===== config.mk =====
export PLATFORM = sky130hd
export DESIGN_NAME = przesuniecie_arytm
export DESIGN_NICKNAME = d
export VERILOG_FILES = /design/src/rtl/przesuniecie_arytm.sv
export SDC_FILE = /design/constraint.sdc
export NUM_CORES = 1
export LEC_CHECK = 0
export ABC_AREA = 1
export CORE_AREA = 2 2 124 174
export DETAILED_ROUTE_END_ITERATION = 8
export DIE_AREA = 0 0 126 176
export GPL_TIMING_DRIVEN = 0
export PLACE_DENSITY_LB_ADDON = 0.12
export SLEW_MARGIN = 20
export SYNTH_ARGS = -nofsm -noshare
export SYNTH_HDL_FRONTEND = slang
export SYNTH_SLANG_ARGS = --single-unit

===== constraint.sdc =====
create_clock -name i_clk -period 5.2 [get_ports i_clk]
set_input_delay 0.78 -clock i_clk [delete_from_list [all_inputs] [get_ports i_clk]]
set_output_delay 0.78 -clock i_clk [all_outputs]
set_load 0.005 [all_outputs]

===== src/rtl/przesuniecie_arytm.sv =====
// przesuniecie_arytm: registered signed left shift with error/overflow flags, 1-cycle latency.
// Define PRZESUNIECIE_SAT_EN to saturate o_result on overflow instead of wrapping.
module przesuniecie_arytm #(
    parameter int BITS = 32
) (
    input  logic            i_clk,
    input  logic            i_rst,
    input  logic [BITS-1:0] i_arg_A,
    input  logic [BITS-1:0] i_arg_B,
    output logic [BITS-1:0] o_result,
    output logic            o_error,
    output logic            o_overflow
);
    logic            w_neg;
    logic            w_big;
    logic            w_ovf;
    logic [BITS-1:0] w_shl;
    logic [BITS-1:0] w_sat;
    logic [BITS-1:0] w_res;
    logic [BITS-1:0] r_result;
    logic            r_error;
    logic            r_overflow;

    // B is range-checked at full width, so huge positive amounts never alias to small ones
    assign w_neg = i_arg_B[BITS-1];
    assign w_big = !w_neg && (65'(i_arg_B) >= 65'(BITS));
    assign w_shl = i_arg_A << i_arg_B;
    // a shift is lossless exactly when shifting back arithmetically recovers A
    assign w_ovf = w_big ? |i_arg_A : (($signed(w_shl) >>> i_arg_B) != $signed(i_arg_A));
    assign w_sat = {i_arg_A[BITS-1], {(BITS-1){~i_arg_A[BITS-1]}}};
`ifdef PRZESUNIECIE_SAT_EN
    assign w_res = w_ovf ? w_sat : w_shl;
`else
    assign w_res = w_big ? '0 : w_shl;
`endif

    always_ff @(posedge i_clk) begin
        r_result   <= (i_rst || w_neg) ? '0 : w_res;
        r_error    <= !i_rst && w_neg;
        r_overflow <= !i_rst && !w_neg && w_ovf;
    end

    assign o_result   = r_result;
    assign o_error    = r_error;
    assign o_overflow = r_overflow;
endmodule


Word-level counts from Yosys, hierarchy flattened
Index checks and enable logic that the tools add are counted.
- flip-flop bits (word level): 34
- output and inout port bits: 34
- $lt $le $gt $ge: 1
- eq/ne operators: 1
- shift operators: 2
- mux-type cells: 1
- reductions and logical operators: 9
- operators by type and width (cell ; number):
    $ge A32 B6 Y1 const B ; 1
    $ne A32 B32 Y1 ; 1
    $reduce_or A32 Y1 ; 1
    $shl A32 B32 Y32 ; 1
    $sshr A32 B32 Y32 ; 1
    $logic_and A1 B1 Y1 ; 4
    $logic_not A1 Y1 ; 2
    $reduce_or A2 Y1 ; 1
    $logic_or A1 B1 Y1 ; 1
    $mux W1 ; 1

Logic depth before layout (Yosys ltp)
- depth after elaboration: 5
- depth in mapped cells: 33
- mapped depth without buffers: 31

Worst setup path after synthesis
No wires, ideal clock.
- path type: input-to-reg
- start: in i_arg_B[15]
- end: reg r_overflow (netlist: o_overflow)
- arrival time: 3148 ps
- slack: 1940 ps
- stages on the path: 29
- cells stage by stage: or2_1 > nor2_1 > nand2_1 > nor2_4 > buf_6 > buf_12 > nand3_2 > nand2_2 > nand2_2 > nand2_2 > nand3_1 > a21oi_2 > nand2_1 > nand2_1 > nand2_1 > nand2_1 > nand2_1 > nand2_1 > nand2_1 > nand2_1 > nand3_1 > nand2_1 > nor2_1 > nor2_1 > nand2_1 > nor2_1 > nand2_1 > nor2_1 > nor2_1
- word-level cells in the longest chain between the ends: 5
- elaborated cells on any way between the ends: 7
- RTL lines (element ; RTL line ; source):
    start: declaration ; 9 ; input logic [BITS-1:0] i_arg_B,
    $shl A32 B32 Y32 ; 27 ; assign w_shl = i_arg_A << i_arg_B;
    $sshr A32 B32 Y32 ; 29 ; assign w_ovf = w_big ? |i_arg_A : (($signed(w_shl) >>> i_arg_B) != $signed(i_arg_A));
    $ne A32 B32 Y1 ; 29 ;
    $mux W1 (*) ; 29 ;
    $logic_and A1 B1 Y1 (*) ; 40 ; r_overflow <= !i_rst && !w_neg && w_ovf;
    end signal: assignment ; 40 ;
    end: declaration ; 22 ; logic r_overflow;
Mark *: on every way between the ends. The rest lies on a longest branch, timed or not.
A chain may end at the register's enable or synchronous reset.

Final worst setup path
- start: in i_arg_B[31]
- end: reg r_overflow (netlist: o_overflow)
- word-level cells in the longest chain between the ends: 5
- elaborated cells on any way between the ends: 9
- RTL lines (element ; RTL line):
    $shl A32 B32 Y32 ; 27
    $sshr A32 B32 Y32 ; 29
    $ne A32 B32 Y1 ; 29
    $mux W1 ; 29
    $logic_and A1 B1 Y1 (*) ; 40
Marked as above.

==> results.yml <==
pwr:
  pwr-share-clk: 0.324
  sw_frac_of_total: 0.4151
  p_sw_uw: 503.1
  total_power_uw: 1212
  p_int_uw: 708.9
  p_seq_frac: 0.216
  vdd_drop_max_v: 0.0001718
  p_leak_uw: 0.003759
  power.density_nw_per_um2: 161.0
  pwr-share-comb: 0.460
placement:
  dp_cells: 1597
  dp_hpwl_mm: 28.52
  gp_congestion: 0.9788
  port_buffers: 96
  dpl_cell_area_um2: 7332
layout:
  antenna_cells: 0
  fin_cells: 1605
  nNetsFinal: 1414
  drive_above_1_share: 0.07413
  fin_area_um2: 7526
  utilization: 0.3675
  syn_to_final_growth_pct: 24.38
status:
  status: "finished, final reports clean"
synth:
  syn_inst: 1245
  synth_edf_count: 0
  synth.distinct_cells: 37
  syn_area_per_cell_um2: 4.860
  yosysWarnings: 0
  ys_async_sr_fraction: 0
  seq_area_frac_synth: 0.1125
  synthesis.nets: 1311
  ys.flop_type: "dfxtp_1"
  synth_area_um2: 6051
  ys_ff_latch: 34
grt:
  grt_pass1_vias: 8366
  grt_pass1_wl_mm: 50.89
  overflow: 0
  grt_max_degree: 13
  antenna_found_initial: 0
  grtUsageTotal: 0.3038
drt:
  wl_per_cell_um: 21.44
  routed_wl_mm: 34.41
  drt-pass1-iter-count: 6
  drc_errors: 0
  first_iter_violations: 714
  via_per_inst: 5.473
  vias: 8784
  ant_nets: 0
job:
  maxCapViolCount: 0
sta:
  slew_headroom: 0.4619
  rsz0062_at_grt: "no"
  final-max-slew-violation-count: 0
  min_period_over_period: 0.9524
  worst_pin_slew_ns: 0.8042
  hold_viol: 0
  fin_crit_ns: 4.953
  setup-violations-final: 0
  fmax_mhz: 201.9
  fin_hold_ws_ns: 1.049
clocking:
  clock_sinks: 34
  cts_setup_buffers: 0
  hold_buffers: 0
  cts_tree: "yes"
  h-tree-depth: 2
  cts.clk_slew.worst_paths_ns: 0.06
  cts_buffers: 5
  clockBufferDepth: 2
  cts.repair.resized: 0
  clockRootBuffer: "clkbuf_16"
die:
  fp.coreArea_um2: 20480
  pin_count: 100
  initial_core_util: 0.2955
  die_h_um: 176
  dieArea_um2: 22180
  die_x_um: 126
  rows: 62
worst_setup_path:
  crit_type: "input port to flop"
  start_kind: "input port"
  crit_top_cell: "nand2_1"
  cp_top_family: "simple AND/OR/NAND/NOR gates"
  cp_slowest_cell: "o21ai_0"
  cp_slowest_stage_delay_ns: 0.70
  path_cells: "clkdlybuf4s50_1 -> nor2_1 -> nand2_1 -> nor2_1 -> nand2_1 -> nor2_4 -> buf_6 -> nand3_1 -> nand2_1 -> nand2_1 -> nand2_1 -> nand4_1 -> o21ai_0 -> o21ai_0 -> o211ai_1 -> inv_1 -> nand2_1 -> nor2_1 -> nor2_1 -> nand2_1 -> nor2_1 -> nand2_1 -> nor2_1 -> nor2_1"
  worstSetupEndpointType: "flop"
  cp_data_required_time_ns: 5.37
  worst-path-max-fanout: 10
  critical_path_buf_inv_count: 3
  worstPathArrival_ns: 5.12
hold_path:
  hp-class: "input port to flop"
[layer usage]
layer / routed length [um] / global-route usage / part of all wire
met1: 13180 / 0.3465 / 0.38
met2: 16750 / 0.5376 / 0.49
met3: 1687 / 0.02242 / 0.049
met4: 2784 / 0.2065 / 0.081
met5: 0 / 0 / 0
[final cells by class]
cell class / instances / area [um2]
buffer: 86 / 434.2
clock buffer: 5 / 125.1
clock inverter: 3 / 68.82
fill: 2485 / 12950
inverter: 51 / 193.9
multi-input combinational: 1074 / 4742
sequential: 34 / 680.7
tap: 256 / 320.3
timing repair buffer: 96 / 960.9
[synthesized netlist by cell type (2+ instances only)]
master	number	area (um2)
a21oi_1	21	105.1
a21oi_2	3	26.28
and2_1	2	12.51
buf_1	15	56.30
buf_2	43	215.2
buf_4	4	30.03
buf_6	2	22.52
clkbuf_1	20	75.07
clkinv_1	2	7.510
dfxtp_1	34	680.7
inv_1	45	168.9
inv_2	3	11.26
nand2_1	579	2173
nand2_2	11	68.82
nand3_1	278	1391
nand3_2	14	140.1
nand3b_1	10	75.07
nand4_1	11	68.82
nor2_1	83	311.6
nor2_2	3	18.77
nor3_1	3	15.01
o211ai_1	3	22.52
o21ai_0	28	140.1
o21ai_1	13	65.06
o21ai_2	2	17.52
o31ai_1	2	15.01
[metrics by stage]
step	TNS, ns	worst slack [ns]
2_1_floorplan	0	1.940
3_3_place_gp	-0.05514	-0.05514
3_5_place_dp	0	0.02744
4_1_cts	0	0.3157
5_1_grt	0	0.05664
6_report	0	0.2474
[sequential cells by signal (all words and copies together), names as in the netlist]
register / flops
o_error: 1
o_overflow: 1
o_result: 32
[final timing paths]
path               startpoint                 end  slack, ns  cells after the start
hold / removal          i_rst     o_error$_DFF_P_       1.05                      2
setup / recovery  i_arg_B[31]  o_overflow$_DFF_P_       0.25                     24
[layout by cell type, fill, tap and decap left out, drive strengths merged]
cell           count
nand2            591
nand3            292
clkdlybuf4s50     96
nor2              87
buf               66
inv               49
o21ai             43
dfxtp             34
clkbuf            25
a21oi             24
nand4             11
nand3b            10
o211ai             3
nor3               3
clkinv             3
and2               2
o31ai              2
bufinv             2
or2                2
nor4               1
a311oi             1
mux2i              1
xor2               1
[cell families (layout without fill, tap and decap cells)]
group / Yosys count / in the layout / synth area share
AOI/OAI and AO/OA: 73 / 73 / 0.06617
xor gates and xnor gates: 1 / 1 / 0.001448
buffers and inverters: 137 / 241 / 0.1038
DFF: 34 / 34 / 0.1125
muxes: 1 / 1 / 0.001654
and+or+nand+nor: 999 / 999 / 0.7144
[power by group through the flow]
| stage | registers, uW | logic, uW | clock network (uW) |
|---|---|---|---|
| floorplan | 267 | 324 | 0 |
| detailed placement | 267 | 543 | 0 |
| CTS | 262 | 545 | 399 |
| finish | 262 | 557 | 393 |
| global route | 262 | 605 | 408 |
| global placement | 267 | 545 | 0 |
Note: power is estimated with default switching activity, not from simulation.
